===== src/rtl/polynomial_encoder.sv =====
`default_nettype none
// ============================================================================
// Module   : polynomial_encoder
// Purpose  : Reads 4 coefficients per group, reduces mod Q, packs to 7 bytes.
// Revision : 1.0
// ============================================================================
module polynomial_encoder #(
   parameter int Q       = 12289,
   parameter int NGROUPS = 128
) (
   input  logic        clk,
   input  logic        rst,
   input  logic        start,
   output logic        busy,
   output logic        done,
   output logic [8:0]  poly_addr,
   input  logic [15:0] poly_do,
   output logic        byte_we,
   output logic [9:0]  byte_addr,
   output logic [7:0]  byte_di
);

   typedef enum logic [3:0] {
      S_IDLE, S_RD0, S_RD1, S_RD2, S_RD3, S_CAP,
      S_WR0, S_WR1, S_WR2, S_WR3, S_WR4, S_WR5, S_WR6, S_DONE
   } state_t;

   localparam logic [15:0] C_Q    = 16'(Q);
   localparam logic [6:0]  C_LAST = 7'(NGROUPS - 1);

   state_t      r_state;
   logic [6:0]  r_g;
   logic [13:0] r_c0, r_c1, r_c2, r_c3;

   logic        w_ge;
   logic [13:0] w_red;
   logic [9:0]  w_base;

   // Inputs lie in [0, 2Q-1], so one conditional subtract completes the reduction.
   assign w_ge   = (poly_do >= C_Q);
   assign w_red  = 14'(w_ge ? (poly_do - C_Q) : poly_do);
   assign w_base = {r_g, 3'b000} - {3'b000, r_g};

   // Outputs are loaded with the value belonging to the state being entered.
   always_ff @(posedge clk) begin
      if (rst) begin
         r_state   <= S_IDLE;
         r_g       <= '0;
         r_c0      <= '0;
         r_c1      <= '0;
         r_c2      <= '0;
         r_c3      <= '0;
         busy      <= 1'b0;
         done      <= 1'b0;
         poly_addr <= '0;
         byte_we   <= 1'b0;
         byte_addr <= '0;
         byte_di   <= '0;
      end else begin
         unique case (r_state)
            S_IDLE: begin
               if (start) begin
                  r_state   <= S_RD0;
                  r_g       <= '0;
                  busy      <= 1'b1;
                  poly_addr <= '0;
               end
            end
            S_RD0: begin
               r_state   <= S_RD1;
               poly_addr <= {r_g, 2'd1};
            end
            S_RD1: begin
               r_state   <= S_RD2;
               r_c0      <= w_red;
               poly_addr <= {r_g, 2'd2};
            end
            S_RD2: begin
               r_state   <= S_RD3;
               r_c1      <= w_red;
               poly_addr <= {r_g, 2'd3};
            end
            S_RD3: begin
               r_state   <= S_CAP;
               r_c2      <= w_red;
               poly_addr <= '0;
            end
            S_CAP: begin
               r_state   <= S_WR0;
               r_c3      <= w_red;
               byte_we   <= 1'b1;
               byte_addr <= w_base;
               byte_di   <= r_c0[7:0];
            end
            S_WR0: begin
               r_state   <= S_WR1;
               byte_addr <= byte_addr + 10'd1;
               byte_di   <= {r_c1[1:0], r_c0[13:8]};
            end
            S_WR1: begin
               r_state   <= S_WR2;
               byte_addr <= byte_addr + 10'd1;
               byte_di   <= r_c1[9:2];
            end
            S_WR2: begin
               r_state   <= S_WR3;
               byte_addr <= byte_addr + 10'd1;
               byte_di   <= {r_c2[3:0], r_c1[13:10]};
            end
            S_WR3: begin
               r_state   <= S_WR4;
               byte_addr <= byte_addr + 10'd1;
               byte_di   <= r_c2[11:4];
            end
            S_WR4: begin
               r_state   <= S_WR5;
               byte_addr <= byte_addr + 10'd1;
               byte_di   <= {r_c3[5:0], r_c2[13:12]};
            end
            S_WR5: begin
               r_state   <= S_WR6;
               byte_addr <= byte_addr + 10'd1;
               byte_di   <= r_c3[13:6];
            end
            S_WR6: begin
               byte_we   <= 1'b0;
               byte_addr <= '0;
               byte_di   <= '0;
               if (r_g == C_LAST) begin
                  r_state <= S_DONE;
                  done    <= 1'b1;
               end else begin
                  r_state   <= S_RD0;
                  r_g       <= r_g + 7'd1;
                  poly_addr <= {r_g + 7'd1, 2'd0};
               end
            end
            S_DONE: begin
               r_state <= S_IDLE;
               r_g     <= '0;
               done    <= 1'b0;
               busy    <= 1'b0;
            end
            default: begin
               r_state   <= S_IDLE;
               r_g       <= '0;
               busy      <= 1'b0;
               done      <= 1'b0;
               poly_addr <= '0;
               byte_we   <= 1'b0;
               byte_addr <= '0;
               byte_di   <= '0;
            end
         endcase
      end
   end

endmodule
`default_nettype wire

===== config.mk =====
export PLATFORM = sky130hd
export DESIGN_NAME = polynomial_encoder
export DESIGN_NICKNAME = d
export VERILOG_FILES = /design/src/rtl/polynomial_encoder.sv
export SDC_FILE = /design/constraint.sdc
export NUM_CORES = 1
export LEC_CHECK = 0
export ABC_AREA = 1
export BUFFER_PORTS_ARGS = -buffer_cell sky130_fd_sc_hd__buf_2
export CORE_UTILIZATION = 25
export CTS_CLUSTER_SIZE = 8
export DETAILED_ROUTE_END_ITERATION = 6
export PLACE_DENSITY = 0.39
export SETUP_SLACK_MARGIN = 0.2
export SLEW_MARGIN = 30
export SYNTH_ARGS = -nofsm -noshare
export SYNTH_HDL_FRONTEND = slang
export SYNTH_SLANG_ARGS = --single-unit

===== constraint.sdc =====
create_clock -name clk -period 2.3 [get_ports clk]
set_input_delay 0.345 -clock clk [delete_from_list [all_inputs] [get_ports clk]]
set_output_delay 0.345 -clock clk [all_outputs]
set_load 0.02 [all_outputs]

# ---- Word-level counts from Yosys, hierarchy flattened
# Index checks and enable logic that the tools add are counted.
# W data, S select, Z words.
dict set report totals {
  register_bits 97
  latchBits 0
  ramBits 0
  rom_bits 0
  n_memories 0
}
dict set report classes {
  add_sub_neg 4
  mul 0
  div_mod_pow 0
  n_lt_le_gt_ge 1
  n_eq_ne 17
  shifts 0
  muxes 17
  n_bitwise 4
  reduce_logical 12
}
# op count
set op_table {}
lappend op_table {{$pmux W8 S8} 1}
lappend op_table {{$pmux W9 S6} 1}
lappend op_table {{$pmux W4 S13} 1}
lappend op_table {{$reduce_or A12 Y1} 3}
lappend op_table {{$pmux W10 S3} 1}
lappend op_table {{$eq A4 B4 Y1 const B} 6}
lappend op_table {{$pmux W7 S3} 1}
lappend op_table {{$mux W9} 2}
lappend op_table {{$eq A4 B3 Y1 const B} 4}
lappend op_table {{$ge A16 B14 Y1 const B} 1}
lappend op_table {{$mux W14} 1}
lappend op_table {{$mux W7} 2}
lappend op_table {{$sub A14 B14 Y14 const B} 1}
lappend op_table {{$reduce_or A6 Y1} 2}
lappend op_table {{$reduce_or A11 Y1} 1}
lappend op_table {{$add A10 B1 Y10 const B} 1}
lappend op_table {{$sub A10 B7 Y10} 1}
lappend op_table {{$eq A4 B2 Y1 const B} 2}
lappend op_table {{$mux W4} 2}
lappend op_table {{$reduce_or A8 Y1} 1}
lappend op_table {{$add A7 B1 Y7 const B} 1}
lappend op_table {{$eq A7 B7 Y1 const B} 1}
lappend op_table {{$ne A2 B2 Y1 const B} 3}
lappend op_table {{$pmux W1 S2} 3}
lappend op_table {{other kinds (6)} 12}

# ---- Longest topological paths before layout
dict set report logic_depth {
  ltp_word 4
  depth_mapped 12
}

# ---- Worst setup path before layout
# OpenSTA, ideal clock, no wires.
dict set report synth_timing {
  kind {reg-to-reg}
  start {register r_g[4]}
  end {register byte_addr[9]}
  arrival_time_ns 1.604
  setup_slack_ns 0.626
  stages_incl_launch_ff 10
  n_path_buf 0
  synth_period_minus_slack_ns 1.674
  path_cell_list {dfxtp_1 -> clkinv_1 -> ha_1 -> nand2_1 -> nand2_1 -> a21oi_1 -> nand3_1 -> nand2_1 -> nand3_1 -> a21oi_1}
}
dict set report synth_between {
  elab_chain_len 2
}
# item line
set synth_lines {}
lappend synth_lines {{from (decl)} 32} ;# logic [6:0] r_g;
lappend synth_lines {{from (signal assigned)} 134} ;# r_g <= r_g + 7'd1;
lappend synth_lines {{$sub A10 B7 Y10} 42} ;# assign w_base = {r_g, 3'b000} - {3'b000, r_g};
lappend synth_lines {{$pmux W10 S3} 60} ;# unique case (r_state)
lappend synth_lines {{to (signal assigned)} 92} ;# byte_addr <= w_base;
lappend synth_lines {{to (signal assigned)} 97} ;# byte_addr <= byte_addr + 10'd1;
lappend synth_lines {{to (signal assigned)} 102} ;# byte_addr <= byte_addr + 10'd1;
lappend synth_lines {{to (decl)} 19} ;# output logic [9:0] byte_addr,
# No other way between the ends.
# A chain may end at the register's enable or synchronous reset.

# ---- Final worst setup path
dict set report layout_timing {
  start {register r_state[3]}
  end {register byte_di[6]}
}
dict set report layout_between {
  elab_chain_len 3
}
# item line
set layout_lines {}
lappend layout_lines {{from (decl)} 31} ;# state_t r_state;
lappend layout_lines {{from (signal assigned)} 47} ;# r_state <= S_IDLE;
lappend layout_lines {{from (signal assigned)} 63} ;# r_state <= S_RD0;
lappend layout_lines {{from (signal assigned)} 70} ;# r_state <= S_RD1;
lappend layout_lines {{$eq A4 B3 Y1, or another cell as far along} 60}
lappend layout_lines {{$reduce_or A6 Y1 (no source line)} --}
lappend layout_lines {{$pmux W8 S8} 60}
lappend layout_lines {{to (signal assigned)} 93} ;# byte_di <= r_c0[7:0];
lappend layout_lines {{to (signal assigned)} 98} ;# byte_di <= {r_c1[1:0], r_c0[13:8]};
lappend layout_lines {{to (signal assigned)} 103} ;# byte_di <= r_c1[9:2];
lappend layout_lines {{to (decl)} 20} ;# output logic [7:0] byte_di
# Several ways; a longest one is shown, not always the timed one.

==> results.py <==
metrics = {
    "route": {
        "dr.pass1.iters": 5,
        "ant_nets": 0,
        "num_vias": 5485,
        "wl_per_cell_um": 15.0,
        "routed_wl_um": 18300,
        "viasPerCell": 4.50,
        "drt-initial-drc-count": 321,
        "drc": 0,
    },
    "outcome": {
        "status": "complete, no violations",
    },
    "die": {
        "die_height_um": 151,
        "pin_count": 49,
        "core-area_sq_um": 21900,
        "rows": 54,
        "dieArea_sq_um": 22900,
        "start_util": 0.255,
        "die_x_um": 151,
    },
    "timing": {
        "setup_viol": 0,
        "fmax_ghz": 0.533,
        "tightest_slew_ns": 0.833,
        "setup_slack_ns": 0.424,
        "skew_ns": 0.00896,
        "min_period_ns": 1.88,
        "hold_viol": 0,
        "worst_slew_margin_rel": 0.439,
        "tns_ns": 0,
        "fin_crit_sh": 0.816,
        "slew_viol_final": 0,
        "rsz0062_at_grt": "no",
    },
    "finish": {
        "nNetsFinal": 963,
        "utilization": 0.300,
        "ff_latch_area_sq_um": 1940,
        "antenna_cells": 0,
        "multi_input_area_sq_um": 2870,
        "fin_cells": 1220,
        "area_delta_synth_final_pct": 17.6,
        "fill_cells": 2508,
        "drive_above_1_share": 0.144,
    },
    "cts": {
        "tritoncts": "built",
        "cts.htree.levels": 3,
        "cts_root_buf": "clkbuf_16",
        "cts_made_buffers": 9,
        "clk_pin_slew_ns": 0.07,
        "clk_latency_ns": 0.36,
        "cts_sinks": 97,
        "clockBufferDepth": 2,
        "holdBufCountCts": 0,
    },
    "grt": {
        "grt_pass1_wl_um": 29100,
        "globalRouteTotalUtil": 0.169,
        "antenna_found_initial": 0,
        "grt_max_degree": 77,
        "grt-ovfl-total": 0,
        "grt_pass1_vias": 5204,
    },
    "worst_setup_path": {
        "regToRegStartpoint": "r_state[3]$_SDFFE_PP0P_",
        "critPathMaxFanout": 7,
        "slowest_stage": "dfxtp_1",
        "critPathKind": "reg -> reg",
        "max_stage_delay_ns": 0.45,
        "worstPathRequired_ns": 2.56,
        "crit_arrival_ns": 2.14,
        "crit_path_start_kind": "register",
        "path_cells": "inv_2 -> nand2_2 -> inv_1 -> nand2_1 -> o22ai_1 -> a21oi_1 -> nand3_1 -> nand2_1 -> inv_1",
        "cp-startpoint": "r_state[3]$_SDFFE_PP0P_",
        "critPathCaptureType": "register",
    },
    "power": {
        "p_leak_nw": 3.13,
        "ir_drop_mv": 0.334,
        "power_density_nw_per_um2": 662,
    },
    "placed_design": {
        "place_inst": 1204,
        "io_buffer_count": 48,
        "gp_congestion": 0.806,
        "dp_slack_ns": 0.173,
        "hpwl_um": 13700,
    },
    "logic_synthesis": {
        "synth_cell_types": 37,
        "synth.cell_area_sq_um": 5590,
        "ys_warn_count": 0,
        "synth-seq-cells": 97,
        "synth_edf_count": 0,
        "syn_avg_cell_area_sq_um": 6.35,
        "yosysSeqAreaShare": 0.348,
        "ys.flop_type": "dfxtp_1",
        "postSynthCellCount": 880,
        "async_reset_ff_frac": 0,
        "syn_nets": 908,
    },
    "run": {
        "maxCapViolations": 0,
    },
    "hold_path": {
        "hp-start": "poly_do[13]",
        "hold_class": "in -> reg",
    },
}
==> where the power goes <==
part / leakage [nW] / internal, mW / total [mW] / switching (mW)
Combinational: 2.18 / 0.262 / 0.820 / 0.557
Sequential: 0.787 / 1.77 / 1.83 / 0.0556
Clock: 0.159 / 0.988 / 1.70 / 0.711
Total: 3.13 / 3.02 / 4.35 / 1.32
==> path summary, 6_finish.rpt <==
path,to,slack [ns],cells past startpoint
min,r_c2[13]$_SDFFE_PP0P_,0.40,5
max,byte_di[6]$_SDFFE_PP0N_,0.42,9
min reg2reg,poly_addr[4]$_SDFFE_PP0P_,0.46,2
max reg2reg,byte_di[6]$_SDFFE_PP0N_,0.42,9
==> critical path, delay by kind of cell (launching register included) <==
family                 cells  cell delay (ns)
AND/OR/NAND/NOR            4             0.63
AO/OA/AOI/OAI              2             0.49
flip-flops                 1             0.45
buffers and inverters      3             0.19
==> placed cells by master (no fill, tap or decap), types with 2 or more instances in the layout <==
cell type / Yosys / final
a21oi_1: 82 / 81
a21oi_2: 2 / 3
a31oi_1: 7 / 7
buf_2: 9 / 48
buf_4: 1 / 23
bufinv_16: 0 / 2
clkbuf_16: 0 / 9
dfxtp_1: 97 / 97
ha_1: 9 / 9
inv_1: 166 / 166
inv_2: 6 / 6
nand2_1: 182 / 182
nand2_2: 16 / 16
nand3_1: 87 / 87
nand3_2: 4 / 4
nand3b_1: 3 / 3
nand4_1: 16 / 16
nor2_1: 92 / 91
nor2_2: 6 / 7
nor2_4: 5 / 5
nor3_1: 2 / 2
o21ai_0: 26 / 25
o22ai_1: 24 / 24
or2_2: 3 / 3
xor2_1: 5 / 5
==> routing by layer <==
layer	share of wire	vias up	GRT usage
li1	-	2904	-
met2	0.47	92	0.283
met4	0.018	0	0.0470
met1	0.48	2471	0.219
met5	0	-	0
met3	0.034	18	0.0323
==> cell families after synthesis <==
family	count (synthesis)	share of synthesized area
AO/OA/AOI/OAI	145	0.140
XOR/XNOR	6	0.00941
adder cells (fa/ha/maj)	9	0.0202
buffers and inverters	201	0.140
flip-flops	97	0.348
AND/OR/NAND/NOR	422	0.342
==> state kept, by name (all words and copies together) (netlist names) <==
register and flops:
r_c2 14, r_c0 14, byte_di 8, byte_addr 10, r_g 7, r_c1 14
r_state 4, poly_addr 9, done 1, byte_we 1, r_c3 14, busy 1
==> synth_stat cells (2+ instances only) <==
cell	number	share of area
clkbuf_1	16	0.011
nand4_1	16	0.018
a31oi_1	7	0.0078
nor2_2	6	0.0067
a21oi_2	2	0.0031
inv_1	166	0.11
o21ai_0	26	0.023
inv_2	6	0.0040
nor3_1	2	0.0018
or2_2	3	0.0034
buf_2	9	0.0081
nand2_2	16	0.018
nand3_1	87	0.078
nand3b_1	3	0.0040
ha_1	9	0.020
buf_6	2	0.0040
xor2_1	5	0.0078
dfxtp_1	97	0.35
nor2_1	92	0.062
a21oi_1	82	0.073
nor2_4	5	0.010
nand3_2	4	0.0072
nand2_1	182	0.12
o22ai_1	24	0.027
==> area by class of cell <==
class | count | area share
Clock buffer | 10 | 0.0364
Sequential cell | 97 | 0.296
Timing Repair Buffer | 72 | 0.0659
Clock inverter | 6 | 0.0137
Inverter | 173 | 0.0989
Tap cell | 280 | 0.0533
Multi-Input combinational cell | 582 | 0.436
==> metrics by stage <==
step	power, mW	hold slack (ns)	instance area (sq um)
after floorplan	2.42	0.468	5590
after global placement	2.69	0.448	6240
after detailed placement	2.69	0.454	6240
after CTS	4.41	0.388	6570
after global routing	4.61	0.438	6570
final	4.35	0.399	6570
==> what timing repair did <==
item / CTS / global route
setup buffers: 0 / 0
resized for setup: 0 / 2
setup endpoints to repair: 0 / 2
Note: power is estimated with default switching activity, not from simulation.
